$ cat src/rtl/alu_issue_pkg.sv
// alu_issue_pkg: shared opcode/funct constants and the instruction decoder used
// by the ALU issue stage.
//   decode_t      : destination register, source usage and class flags
//   decode_instr(): MIPS subset decode; illegal encodings yield dest 0 and no
//                   source usage so they never touch or wait on the scoreboard.
package alu_issue_pkg;

    localparam logic [5:0] OpRtype = 6'h00;
    localparam logic [5:0] OpBeq   = 6'h04;
    localparam logic [5:0] OpBne   = 6'h05;
    localparam logic [5:0] OpAddi  = 6'h08;
    localparam logic [5:0] OpAddiu = 6'h09;
    localparam logic [5:0] OpSlti  = 6'h0a;
    localparam logic [5:0] OpSltiu = 6'h0b;
    localparam logic [5:0] OpAndi  = 6'h0c;
    localparam logic [5:0] OpOri   = 6'h0d;
    localparam logic [5:0] OpXori  = 6'h0e;
    localparam logic [5:0] OpLw    = 6'h23;
    localparam logic [5:0] OpSw    = 6'h2b;

    localparam logic [5:0] FnSll  = 6'h00;
    localparam logic [5:0] FnSrl  = 6'h02;
    localparam logic [5:0] FnSra  = 6'h03;
    localparam logic [5:0] FnSllv = 6'h04;
    localparam logic [5:0] FnSrlv = 6'h06;
    localparam logic [5:0] FnSrav = 6'h07;
    localparam logic [5:0] FnAdd  = 6'h20;
    localparam logic [5:0] FnAddu = 6'h21;
    localparam logic [5:0] FnSub  = 6'h22;
    localparam logic [5:0] FnSubu = 6'h23;
    localparam logic [5:0] FnAnd  = 6'h24;
    localparam logic [5:0] FnOr   = 6'h25;
    localparam logic [5:0] FnXor  = 6'h26;
    localparam logic [5:0] FnNor  = 6'h27;
    localparam logic [5:0] FnSlt  = 6'h2a;
    localparam logic [5:0] FnSltu = 6'h2b;

    typedef struct packed {
        logic [4:0] dest;
        logic       use_rs;
        logic       use_rt;
        logic       is_load;
        logic       is_store;
        logic       is_branch;
        logic       illegal;
    } decode_t;

    function automatic decode_t decode_instr(input logic [31:0] instr);
        decode_t    d;
        logic [5:0] op;
        logic [5:0] funct;
        op    = instr[31:26];
        funct = instr[5:0];
        d     = '0;
        case (op)
            OpRtype: begin
                case (funct)
                    // Immediate shifts take their amount from shamt, not rs.
                    FnSll, FnSrl, FnSra: begin
                        d.dest   = instr[15:11];
                        d.use_rt = 1'b1;
                    end
                    FnSllv, FnSrlv, FnSrav, FnAdd, FnAddu, FnSub, FnSubu,
                    FnAnd, FnOr, FnXor, FnNor, FnSlt, FnSltu: begin
                        d.dest   = instr[15:11];
                        d.use_rs = 1'b1;
                        d.use_rt = 1'b1;
                    end
                    default: d.illegal = 1'b1;
                endcase
            end
            OpAddi, OpAddiu, OpSlti, OpSltiu, OpAndi, OpOri, OpXori: begin
                d.dest   = instr[20:16];
                d.use_rs = 1'b1;
            end
            OpLw: begin
                d.dest    = instr[20:16];
                d.use_rs  = 1'b1;
                d.is_load = 1'b1;
            end
            OpSw: begin
                d.use_rs   = 1'b1;
                d.use_rt   = 1'b1;
                d.is_store = 1'b1;
            end
            OpBeq, OpBne: begin
                d.use_rs    = 1'b1;
                d.use_rt    = 1'b1;
                d.is_branch = 1'b1;
            end
            default: d.illegal = 1'b1;
        endcase
        return d;
    endfunction

endpackage

$ cat src/rtl/issue_regfile.sv
// issue_regfile: 32x32 register file for the issue stage.
//   clk_i/reset_i         : clock, synchronous active-high reset (clears all entries)
//   raddr1_i/rdata1_o     : combinational read port 1
//   raddr2_i/rdata2_o     : combinational read port 2
//   we_i/waddr_i/wdata_i  : synchronous write port
// Register 0 reads as zero and ignores writes. With BYPASS != 0 a read of the
// register being written this cycle returns the incoming write data.
module issue_regfile #(
    parameter int unsigned BYPASS = 1
) (
    input  logic        clk_i,
    input  logic        reset_i,
    input  logic [4:0]  raddr1_i,
    output logic [31:0] rdata1_o,
    input  logic [4:0]  raddr2_i,
    output logic [31:0] rdata2_o,
    input  logic        we_i,
    input  logic [4:0]  waddr_i,
    input  logic [31:0] wdata_i
);

    logic [31:0] regs_q [32];
    logic        fwd1;
    logic        fwd2;

    always_ff @(posedge clk_i) begin
        if (reset_i) begin
            for (int i = 0; i < 32; i++) begin
                regs_q[i] <= '0;
            end
        end else if (we_i && (waddr_i != 5'd0)) begin
            regs_q[waddr_i] <= wdata_i;
        end
    end

    assign fwd1 = (BYPASS != 0) && we_i && (waddr_i == raddr1_i);
    assign fwd2 = (BYPASS != 0) && we_i && (waddr_i == raddr2_i);

    assign rdata1_o = (raddr1_i == 5'd0) ? 32'd0 : (fwd1 ? wdata_i : regs_q[raddr1_i]);
    assign rdata2_o = (raddr2_i == 5'd0) ? 32'd0 : (fwd2 ? wdata_i : regs_q[raddr2_i]);

endmodule

$ cat src/rtl/alu_issue_stage.sv
// alu_issue_stage: decode/operand-issue stage in front of the ALU.
//   clk, reset (sync, active-high)
//   in_valid/in_ready/in_instr       : upstream instruction handshake
//   wb_en/wb_addr/wb_data            : register writeback port
//   flush                            : drop the held output instruction
//   out_valid/out_ready              : downstream handshake
//   out_instr/out_reg1/out_reg2      : instruction plus rs/rt values
//   out_dest, out_is_load/store/branch, out_illegal : decoded control
// Optional: define ALU_ISSUE_STATS_EN to add stat_issued/stat_stalls counters.
module alu_issue_stage
    import alu_issue_pkg::*;
#(
    parameter int unsigned STAT_W = 32,
    parameter int unsigned BYPASS = 1
) (
    input  logic              clk,
    input  logic              reset,
    input  logic              in_valid,
    output logic              in_ready,
    input  logic [31:0]       in_instr,
    input  logic              wb_en,
    input  logic [4:0]        wb_addr,
    input  logic [31:0]       wb_data,
    input  logic              flush,
    output logic              out_valid,
    input  logic              out_ready,
    output logic [31:0]       out_instr,
    output logic [31:0]       out_reg1,
    output logic [31:0]       out_reg2,
    output logic [4:0]        out_dest,
    output logic              out_is_load,
    output logic              out_is_store,
    output logic              out_is_branch,
`ifdef ALU_ISSUE_STATS_EN
    output logic [STAT_W-1:0] stat_issued,
    output logic [STAT_W-1:0] stat_stalls,
`endif
    output logic              out_illegal
);

    decode_t     dec;
    logic [4:0]  rs;
    logic [4:0]  rt;
    logic [31:0] rdata1;
    logic [31:0] rdata2;
    logic        rs_haz;
    logic        rt_haz;
    logic        hazard;
    logic        accept;

    logic [31:0] pending_q, pending_d;
    logic        valid_q, valid_d;
    logic [31:0] instr_q, instr_d;
    logic [31:0] reg1_q, reg1_d;
    logic [31:0] reg2_q, reg2_d;
    decode_t     dec_q, dec_d;

    assign rs  = in_instr[25:21];
    assign rt  = in_instr[20:16];
    assign dec = decode_instr(in_instr);

    issue_regfile #(
        .BYPASS (BYPASS)
    ) u_regfile (
        .clk_i    (clk),
        .reset_i  (reset),
        .raddr1_i (rs),
        .rdata1_o (rdata1),
        .raddr2_i (rt),
        .rdata2_o (rdata2),
        .we_i     (wb_en),
        .waddr_i  (wb_addr),
        .wdata_i  (wb_data)
    );

    // A source landing on the writeback port this cycle is not a hazard when
    // the register file forwards it.
    assign rs_haz = dec.use_rs && (rs != 5'd0) && pending_q[rs] &&
                    !(wb_en && (wb_addr == rs) && (BYPASS != 0));
    assign rt_haz = dec.use_rt && (rt != 5'd0) && pending_q[rt] &&
                    !(wb_en && (wb_addr == rt) && (BYPASS != 0));
    assign hazard = rs_haz || rt_haz;

    assign in_ready = !hazard && (!valid_q || out_ready) && !reset && !flush;
    assign accept   = in_valid && in_ready;

    always_comb begin
        pending_d = pending_q;
        if (wb_en) begin
            pending_d[wb_addr] = 1'b0;
        end
        // A flushed instruction will never write back, so release its claim.
        if (flush && valid_q && (dec_q.dest != 5'd0)) begin
            pending_d[dec_q.dest] = 1'b0;
        end
        // Applied last so a new claim beats a same-cycle writeback clear.
        if (accept && (dec.dest != 5'd0)) begin
            pending_d[dec.dest] = 1'b1;
        end
        pending_d[0] = 1'b0;
    end

    always_comb begin
        valid_d = valid_q;
        instr_d = instr_q;
        reg1_d  = reg1_q;
        reg2_d  = reg2_q;
        dec_d   = dec_q;
        if (flush) begin
            valid_d = 1'b0;
        end else if (accept) begin
            valid_d = 1'b1;
            instr_d = in_instr;
            reg1_d  = rdata1;
            reg2_d  = rdata2;
            dec_d   = dec;
        end else if (out_ready) begin
            valid_d = 1'b0;
        end
    end

    always_ff @(posedge clk) begin
        if (reset) begin
            pending_q <= '0;
            valid_q   <= 1'b0;
            instr_q   <= '0;
            reg1_q    <= '0;
            reg2_q    <= '0;
            dec_q     <= '0;
        end else begin
            pending_q <= pending_d;
            valid_q   <= valid_d;
            instr_q   <= instr_d;
            reg1_q    <= reg1_d;
            reg2_q    <= reg2_d;
            dec_q     <= dec_d;
        end
    end

    assign out_valid     = valid_q;
    assign out_instr     = instr_q;
    assign out_reg1      = reg1_q;
    assign out_reg2      = reg2_q;
    assign out_dest      = dec_q.dest;
    assign out_is_load   = dec_q.is_load;
    assign out_is_store  = dec_q.is_store;
    assign out_is_branch = dec_q.is_branch;
    assign out_illegal   = dec_q.illegal;

    // Source-usage bits only steer the hazard check; they are not issued.
    logic unused_dec;
    assign unused_dec = dec_q.use_rs ^ dec_q.use_rt;

`ifdef ALU_ISSUE_STATS_EN
    logic [STAT_W-1:0] issued_q, issued_d;
    logic [STAT_W-1:0] stalls_q, stalls_d;

    always_comb begin
        issued_d = issued_q;
        stalls_d = stalls_q;
        if (accept && (issued_q != '1)) begin
            issued_d = issued_q + 1'b1;
        end
        if (in_valid && hazard && (stalls_q != '1)) begin
            stalls_d = stalls_q + 1'b1;
        end
    end

    always_ff @(posedge clk) begin
        if (reset) begin
            issued_q <= '0;
            stalls_q <= '0;
        end else begin
            issued_q <= issued_d;
            stalls_q <= stalls_d;
        end
    end

    assign stat_issued = issued_q;
    assign stat_stalls = stalls_q;
`else
    logic unused_stat_w;
    assign unused_stat_w = (STAT_W == 0);
`endif

endmodule
$ cat config.mk
export PLATFORM = sky130hd
export DESIGN_NAME = alu_issue_stage
export DESIGN_NICKNAME = d
export VERILOG_FILES = /design/src/rtl/alu_issue_pkg.sv /design/src/rtl/issue_regfile.sv /design/src/rtl/alu_issue_stage.sv
export SDC_FILE = /design/constraint.sdc
export NUM_CORES = 2
export LEC_CHECK = 0
export CORE_UTILIZATION = 62
export DETAILED_ROUTE_END_ITERATION = 6
export GPL_ROUTABILITY_DRIVEN = 0
export PLACE_DENSITY_LB_ADDON = 0.2
export SETUP_SLACK_MARGIN = 0.3
export SYNTH_ARGS = -nofsm -noshare
export SYNTH_HDL_FRONTEND = slang
export SYNTH_SLANG_ARGS = --single-unit
$ cat constraint.sdc
create_clock -name clk -period 7 [get_ports clk]
set_input_delay 1.4 -clock clk [delete_from_list [all_inputs] [get_ports clk]]
set_output_delay 1.4 -clock clk [all_outputs]
set_load 0.05 [all_outputs]
* Word-level counts from Yosys, hierarchy flattened
Memory sizes are Yosys's and may differ from the RTL's.
Index checks and enable logic that the tools add are counted.
** Word-level totals
- Register bits :: 138
- Input port bits :: 75
- Word-level logic and storage cells :: 138
- Memories :: 1
- Memory bits (writable) :: 1024
- Output and inout port bits :: 107
** Operators by class
- Magnitude comparators :: 8
- Reduce and logical (&&, ||, !) cells :: 46
- Bitwise logic cells :: 6
- Equality and inequality tests :: 28
- Mux-type cells :: 38
** Memory list
- u_regfile.regs_q :: words 32, width 32, rd ports 2, clocked after Yosys merged registers in 0, wr ports 32, RTL line issue_regfile.sv:22 : logic [31:0] regs_q [32];
** Operator list (count)
- two-way mux 32 bit :: 8
- equality test 6 bit, second input constant :: 12
- AND 32 bit :: 2
- inverter 32 bit :: 2
- equality test 6 x 4 -> 1 bit, second input constant :: 7
- OR 32 bit :: 1
- OR reduction 32 bit :: 1
- equality test 6 x 3 -> 1 bit, second input constant :: 5
- < comparator 5 x 6 -> 1 bit, second input constant :: 5
- nonzero test 5 bit :: 5
- logical AND 1 bit :: 19
- two-way mux 1 bit :: 19
- OR reduction 16 bit :: 1
- demux 1 bit (select 5 bit) :: 3
- greater-or-equal comparator 5 x 1 -> 1 bit, second input constant :: 3
- OR reduction 13 bit :: 1
- equality test 6 x 2 -> 1 bit, second input constant :: 2
- zero test 6 bit :: 2
- OR reduction 11 bit :: 1
- binary-select mux 1 bit (select 5 bit) :: 2
- equality test 5 bit :: 2
- zero test 5 bit :: 2
- two-way mux 5 bit :: 2
- case mux 5 bit (2 select lines) :: 1
- 9 further kinds :: 18

* Longest topological paths before layout
- Word-level depth :: 15
- Gate-level depth with buffers :: 12
- Depth with buffers taken out :: 7

* Hierarchy
Synthesis repeated with hierarchy kept, for this count alone.
** Second synthesis, totals
- Cells, all modules :: 4385
- Area total of the unflattened synthesis :: 61530.3 µm²
** By module, submodules not included
- issue_regfile :: sequential area each 30749.5 µm², instances 1, cells an instance 3740, area an instance 54722.5 µm²
- alu_issue_stage :: sequential area each 2742.6 µm², instances 1, cells an instance 645, area an instance 6807.8 µm²

* Worst setup path after synthesis
Ideal clock, no wire load.
- Kind :: in2reg
- Start point :: input wb_addr[2]
- End point :: memory u_regfile.regs_q[16][0] (enable)
- Setup time :: 0.466 ns
- Arrival time :: 4.852 ns
- Setup slack :: 1.682 ns
- Stages on the path :: 7
- Data required time :: 6.534 ns
- Buffers on the path :: 4
- Path through :: clkbuf_1 > or3_1 > clkbuf_1 > nand3b_1 > clkbuf_1 > buf_1 > o21ai_0
** RTL lines
- from (decl) :: RTL line alu_issue_stage.sv:22 : input logic [4:0] wb_addr,
- to (decl) :: RTL line issue_regfile.sv:22

* Worst setup path in the final report
- Start point :: input in_instr[23]
- End point :: output in_ready
** On the way
- Longest elaborated chain between the ends :: 9
- Elaborated cells on any way between the ends :: 14
- Classes of those cells :: 1 x eq/ne; 2 x mux; 11 x reduce/logical
** RTL lines
- from (decl) :: RTL line alu_issue_stage.sv:20 : input logic [31:0] in_instr,
- binary-select mux 1 bit (select 5 bit) (tied with other cells) :: RTL line alu_issue_stage.sv:78 : assign rs_haz = dec.use_rs && (rs != 5'd0) && pending_q[rs] &&
- two-way mux 1 bit (not written as such) (tied with other cells) :: RTL line alu_issue_stage.sv:78
- logical AND 1 bit or zero test 1 bit (tied branches) :: RTL line alu_issue_stage.sv:78, alu_issue_stage.sv:79
- logical AND 1 bit (*) :: RTL line alu_issue_stage.sv:78
- logical OR 1 bit (*) :: RTL line alu_issue_stage.sv:82 : assign hazard = rs_haz || rt_haz;
- zero test 1 bit (*) :: RTL line alu_issue_stage.sv:84 : assign in_ready = !hazard && (!valid_q || out_ready) && !reset && !flush;
- logical AND 1 bit (*) (3 in series) :: RTL line alu_issue_stage.sv:84
- to (decl) :: RTL line alu_issue_stage.sv:19 : output logic in_ready,
Every way passes the cells marked *; elsewhere a longest branch is shown, timed or not. The select of a mux whose other input is x is not followed.

==> impl_metrics.json <==
{
  "ys_top_cells_by_area": "edfxtp_1 51%, mux4_2 16%, and2_1 9.9%",
  "async_flop_share_pct": 0,
  "skew_ps": 39.9,
  "routed_via_density": 7.49,
  "setup_violations": 0,
  "htree_levels": 3,
  "io_pins": 182,
  "cts.sinks": 1161,
  "path_class": "input port to output pin",
  "die_y_microns": 315,
  "period_share_pct": 81.0,
  "dr.pass1.iters": 7,
  "syn_inst": 4507,
  "critical_path_required_ps": 5600,
  "netlist_area_sq_mm": 0.0608,
  "crit_chain": "clkdlybuf4s50_1, or3_1, nor3_1, o21bai_1, buf_4, a311oi_1, nand2_1, and3_1, buf_4",
  "grt_pass1_wl_microns": 297000,
  "cts_hold_buf": 0,
  "grt.total_usage_pct": 42.2,
  "via_count": 44000,
  "die_w_microns": 315,
  "slowest_stage": "clkdlybuf4s50_1",
  "clock_path_buffers": 3,
  "synth_edf_count": 1024,
  "crit_arrival_ps": 4270,
  "grt_pass1_vias": 42900,
  "initial_core_util_pct": 62.7,
  "cpPeakStageDelay_ps": 920,
  "crit_path_frequent_cell": "buf_4",
  "wirelength_microns": 209000,
  "cts_setup_buffers": 0,
  "reg2reg_to": "out_is_load",
  "synth_top_cell_by_area": "edfxtp_1",
  "end_kind": "output pin",
  "synthFlopType": "edfxtp_1",
  "crit_end": "in_ready",
  "ant_nets": 0,
  "min_period_ps": 5670,
  "holdCritPathClass": "register to register",
  "port_buffers": 181,
  "rows": 114,
  "grt.overflow.total": 0,
  "numCtsBuffers": 120,
  "slew_viol_final": 0,
  "critPathLaunch": "in_instr[23]",
  "power.density_mw_per_mm2": 241,
  "wire_per_inst_microns": 35.7,
  "hold_viol_final": 0,
  "yosysMostFrequentCell": "edfxtp_1",
  "holdPathStages": 2,
  "fmax_ghz": 0.176,
  "crit_fanout": 15,
  "path_depth": 9,
  "nets": 4565,
  "drc_errors": 78,
  "critPathBufInv": 3,
  "synth.distinct_cells": 63,
  "rsz0062_at_grt": "no",
  "core_area_sq_mm": 0.0970,
  "status": "finished with violations",
  "cts_tree": "yes",
  "dp_hpwl_microns": 121000,
  "clkLatencyLatePin_ps": 730,
  "grt_max_degree": 122,
  "power_w": 0.0164,
  "synthTopCellsByCount": "1024 x edfxtp_1, 967 x and2_1, 420 x mux4_2",
  "drive_gt1_share_pct": 18.7,
  "worstSetupStartpointType": "input port",
  "dpl_worst_slack_ps": 1430,
  "path_clk_slew_ps": 60,
  "timing.final.ws_setup_ps": 1330,
  "drt_iter0_drc": 7442,
  "crit_family": "buffers and inverters",
  "r2r_slack_ps": 3250,
  "antenna_found_initial": 14,
  "cap_viol_max_count": 1,
  "yosysSeqAreaShare_pct": 55.1,
  "failed_checks": "design-rule violations, max-capacitance violations",
  "reg2reg_depth": 7,
  "relSlewSlack_pct": 1.22,
  "synth_area_per_cell_sq_um": 13.5,
  "ys_ff_latch": 1161,
  "die_area_sq_mm": 0.0993,
  "yosysWarnings": 0,
  "synth_top_area_share_pct": 50.6,
  "fin_tns_setup_ps": 0,
  "ir_drop_mv": 0.219,
  "clockRootBuffer": "clkbuf_16",
  "cts_resized": 0,
  "worst_pin_slew_ps": 1480,
  "timing.rr.start": "pending_q[13]",
  "p_leak_nw": 23.0,
  "synthToLayoutAreaGrowth_pct": 11.5
}
## worst min-delay path by stage
stage                  from           end
4_1_cts        out_reg2[17]  out_reg2[17]
5_1_grt        out_reg2[17]  out_reg2[17]
3_3_place_gp    out_reg2[8]   out_reg2[8]
2_1_floorplan  pending_q[2]  pending_q[2]
6_report       out_reg2[17]  out_reg2[17]
3_5_place_dp   out_reg2[17]  out_reg2[17]
## cell usage in the layout (no fill, tap or decap), types with 21 or more instances in the layout
cell type        count
clkbuf_16          121
a22oi_1            114
nand3_1            106
conb_1              32
o21ai_4             31
a22o_1              28
buf_4              140
a211oi_1            84
a21oi_1            183
mux4_2             420
mux2i_1            208
nor2_2              32
clkinv_2            21
clkbuf_1            36
o2111ai_1           22
o21ai_0             66
o221ai_1           102
clkdlybuf4s50_1    171
dfxtp_1            137
clkinv_1            29
nor3_1              54
edfxtp_1          1024
nand2_1            146
o31ai_1             46
and2_1             966
## worst min-delay path, delay by kind of cell (launching register included)
family | cells | cell delay (ps)
DFF | 1 | 310
AOI/OAI and AO/OA | 1 | 50
and+or+nand+nor | 1 | 50
## flip-flops by register name, indices dropped and copies added, names as in the netlist
register,cells
u_regfile.regs_q,1024
out_instr,32
out_reg1,32
out_reg2,32
pending_q,31
out_dest,5
out_illegal,1
out_is_branch,1
out_is_load,1
out_is_store,1
out_valid,1
## power by group
group          total (W)  internal (W)  switching [W]
combinational    0.00205      0.000764        0.00129
sequential       0.00810       0.00790       0.000202
clock            0.00623       0.00349        0.00273
## cells by family (layout without fill, tap and decap cells)
| logic type | Yosys count | after routing | synth area share [%] |
|---|---|---|---|
| muxes | 638 | 638 | 19.2 |
| xor gates and xnor gates | 9 | 9 | 0.130 |
| and+or+nand+nor | 1427 | 1427 | 13.6 |
| other | 1 | 37 | 0.00617 |
| buffers and inverters | 516 | 567 | 3.46 |
| AOI/OAI and AO/OA | 755 | 755 | 8.54 |
| DFF | 1161 | 1161 | 55.1 |
## layer usage
layer / global-route usage, % / part of all wire [%]
met4: 29.2 / 8.2
met2: 61.7 / 44
met5: 0.290 / 0.051
met3: 13.5 / 15
met1: 53.7 / 33
## area by class of cell
type	instances	area, sq um
antenna	5	12.5
clock buffer	157	3160
clock inverter	64	549
fill	6570	29200
inverter	15	58.8
multi-input combinational	2861	25900
sequential	1161	33500
tap	1276	1600
timing repair buffer	331	3070
## per-stage QoR
| stage | hold WS [ps] | std cells | area, sq um | util, % |
|---|---|---|---|---|
| after floorplan | 447 | 4538 | 60900 | - |
| after global placement | 437 | 5644 | 64100 | 66.1 |
| after detailed placement | 440 | 5644 | 64100 | 66.1 |
| after CTS | 450 | 5865 | 67800 | 69.9 |
| after global routing | 467 | 5867 | 67800 | 69.9 |
| final | 450 | 5870 | 67800 | 69.9 |
Power figures use the tool's default switching activity.
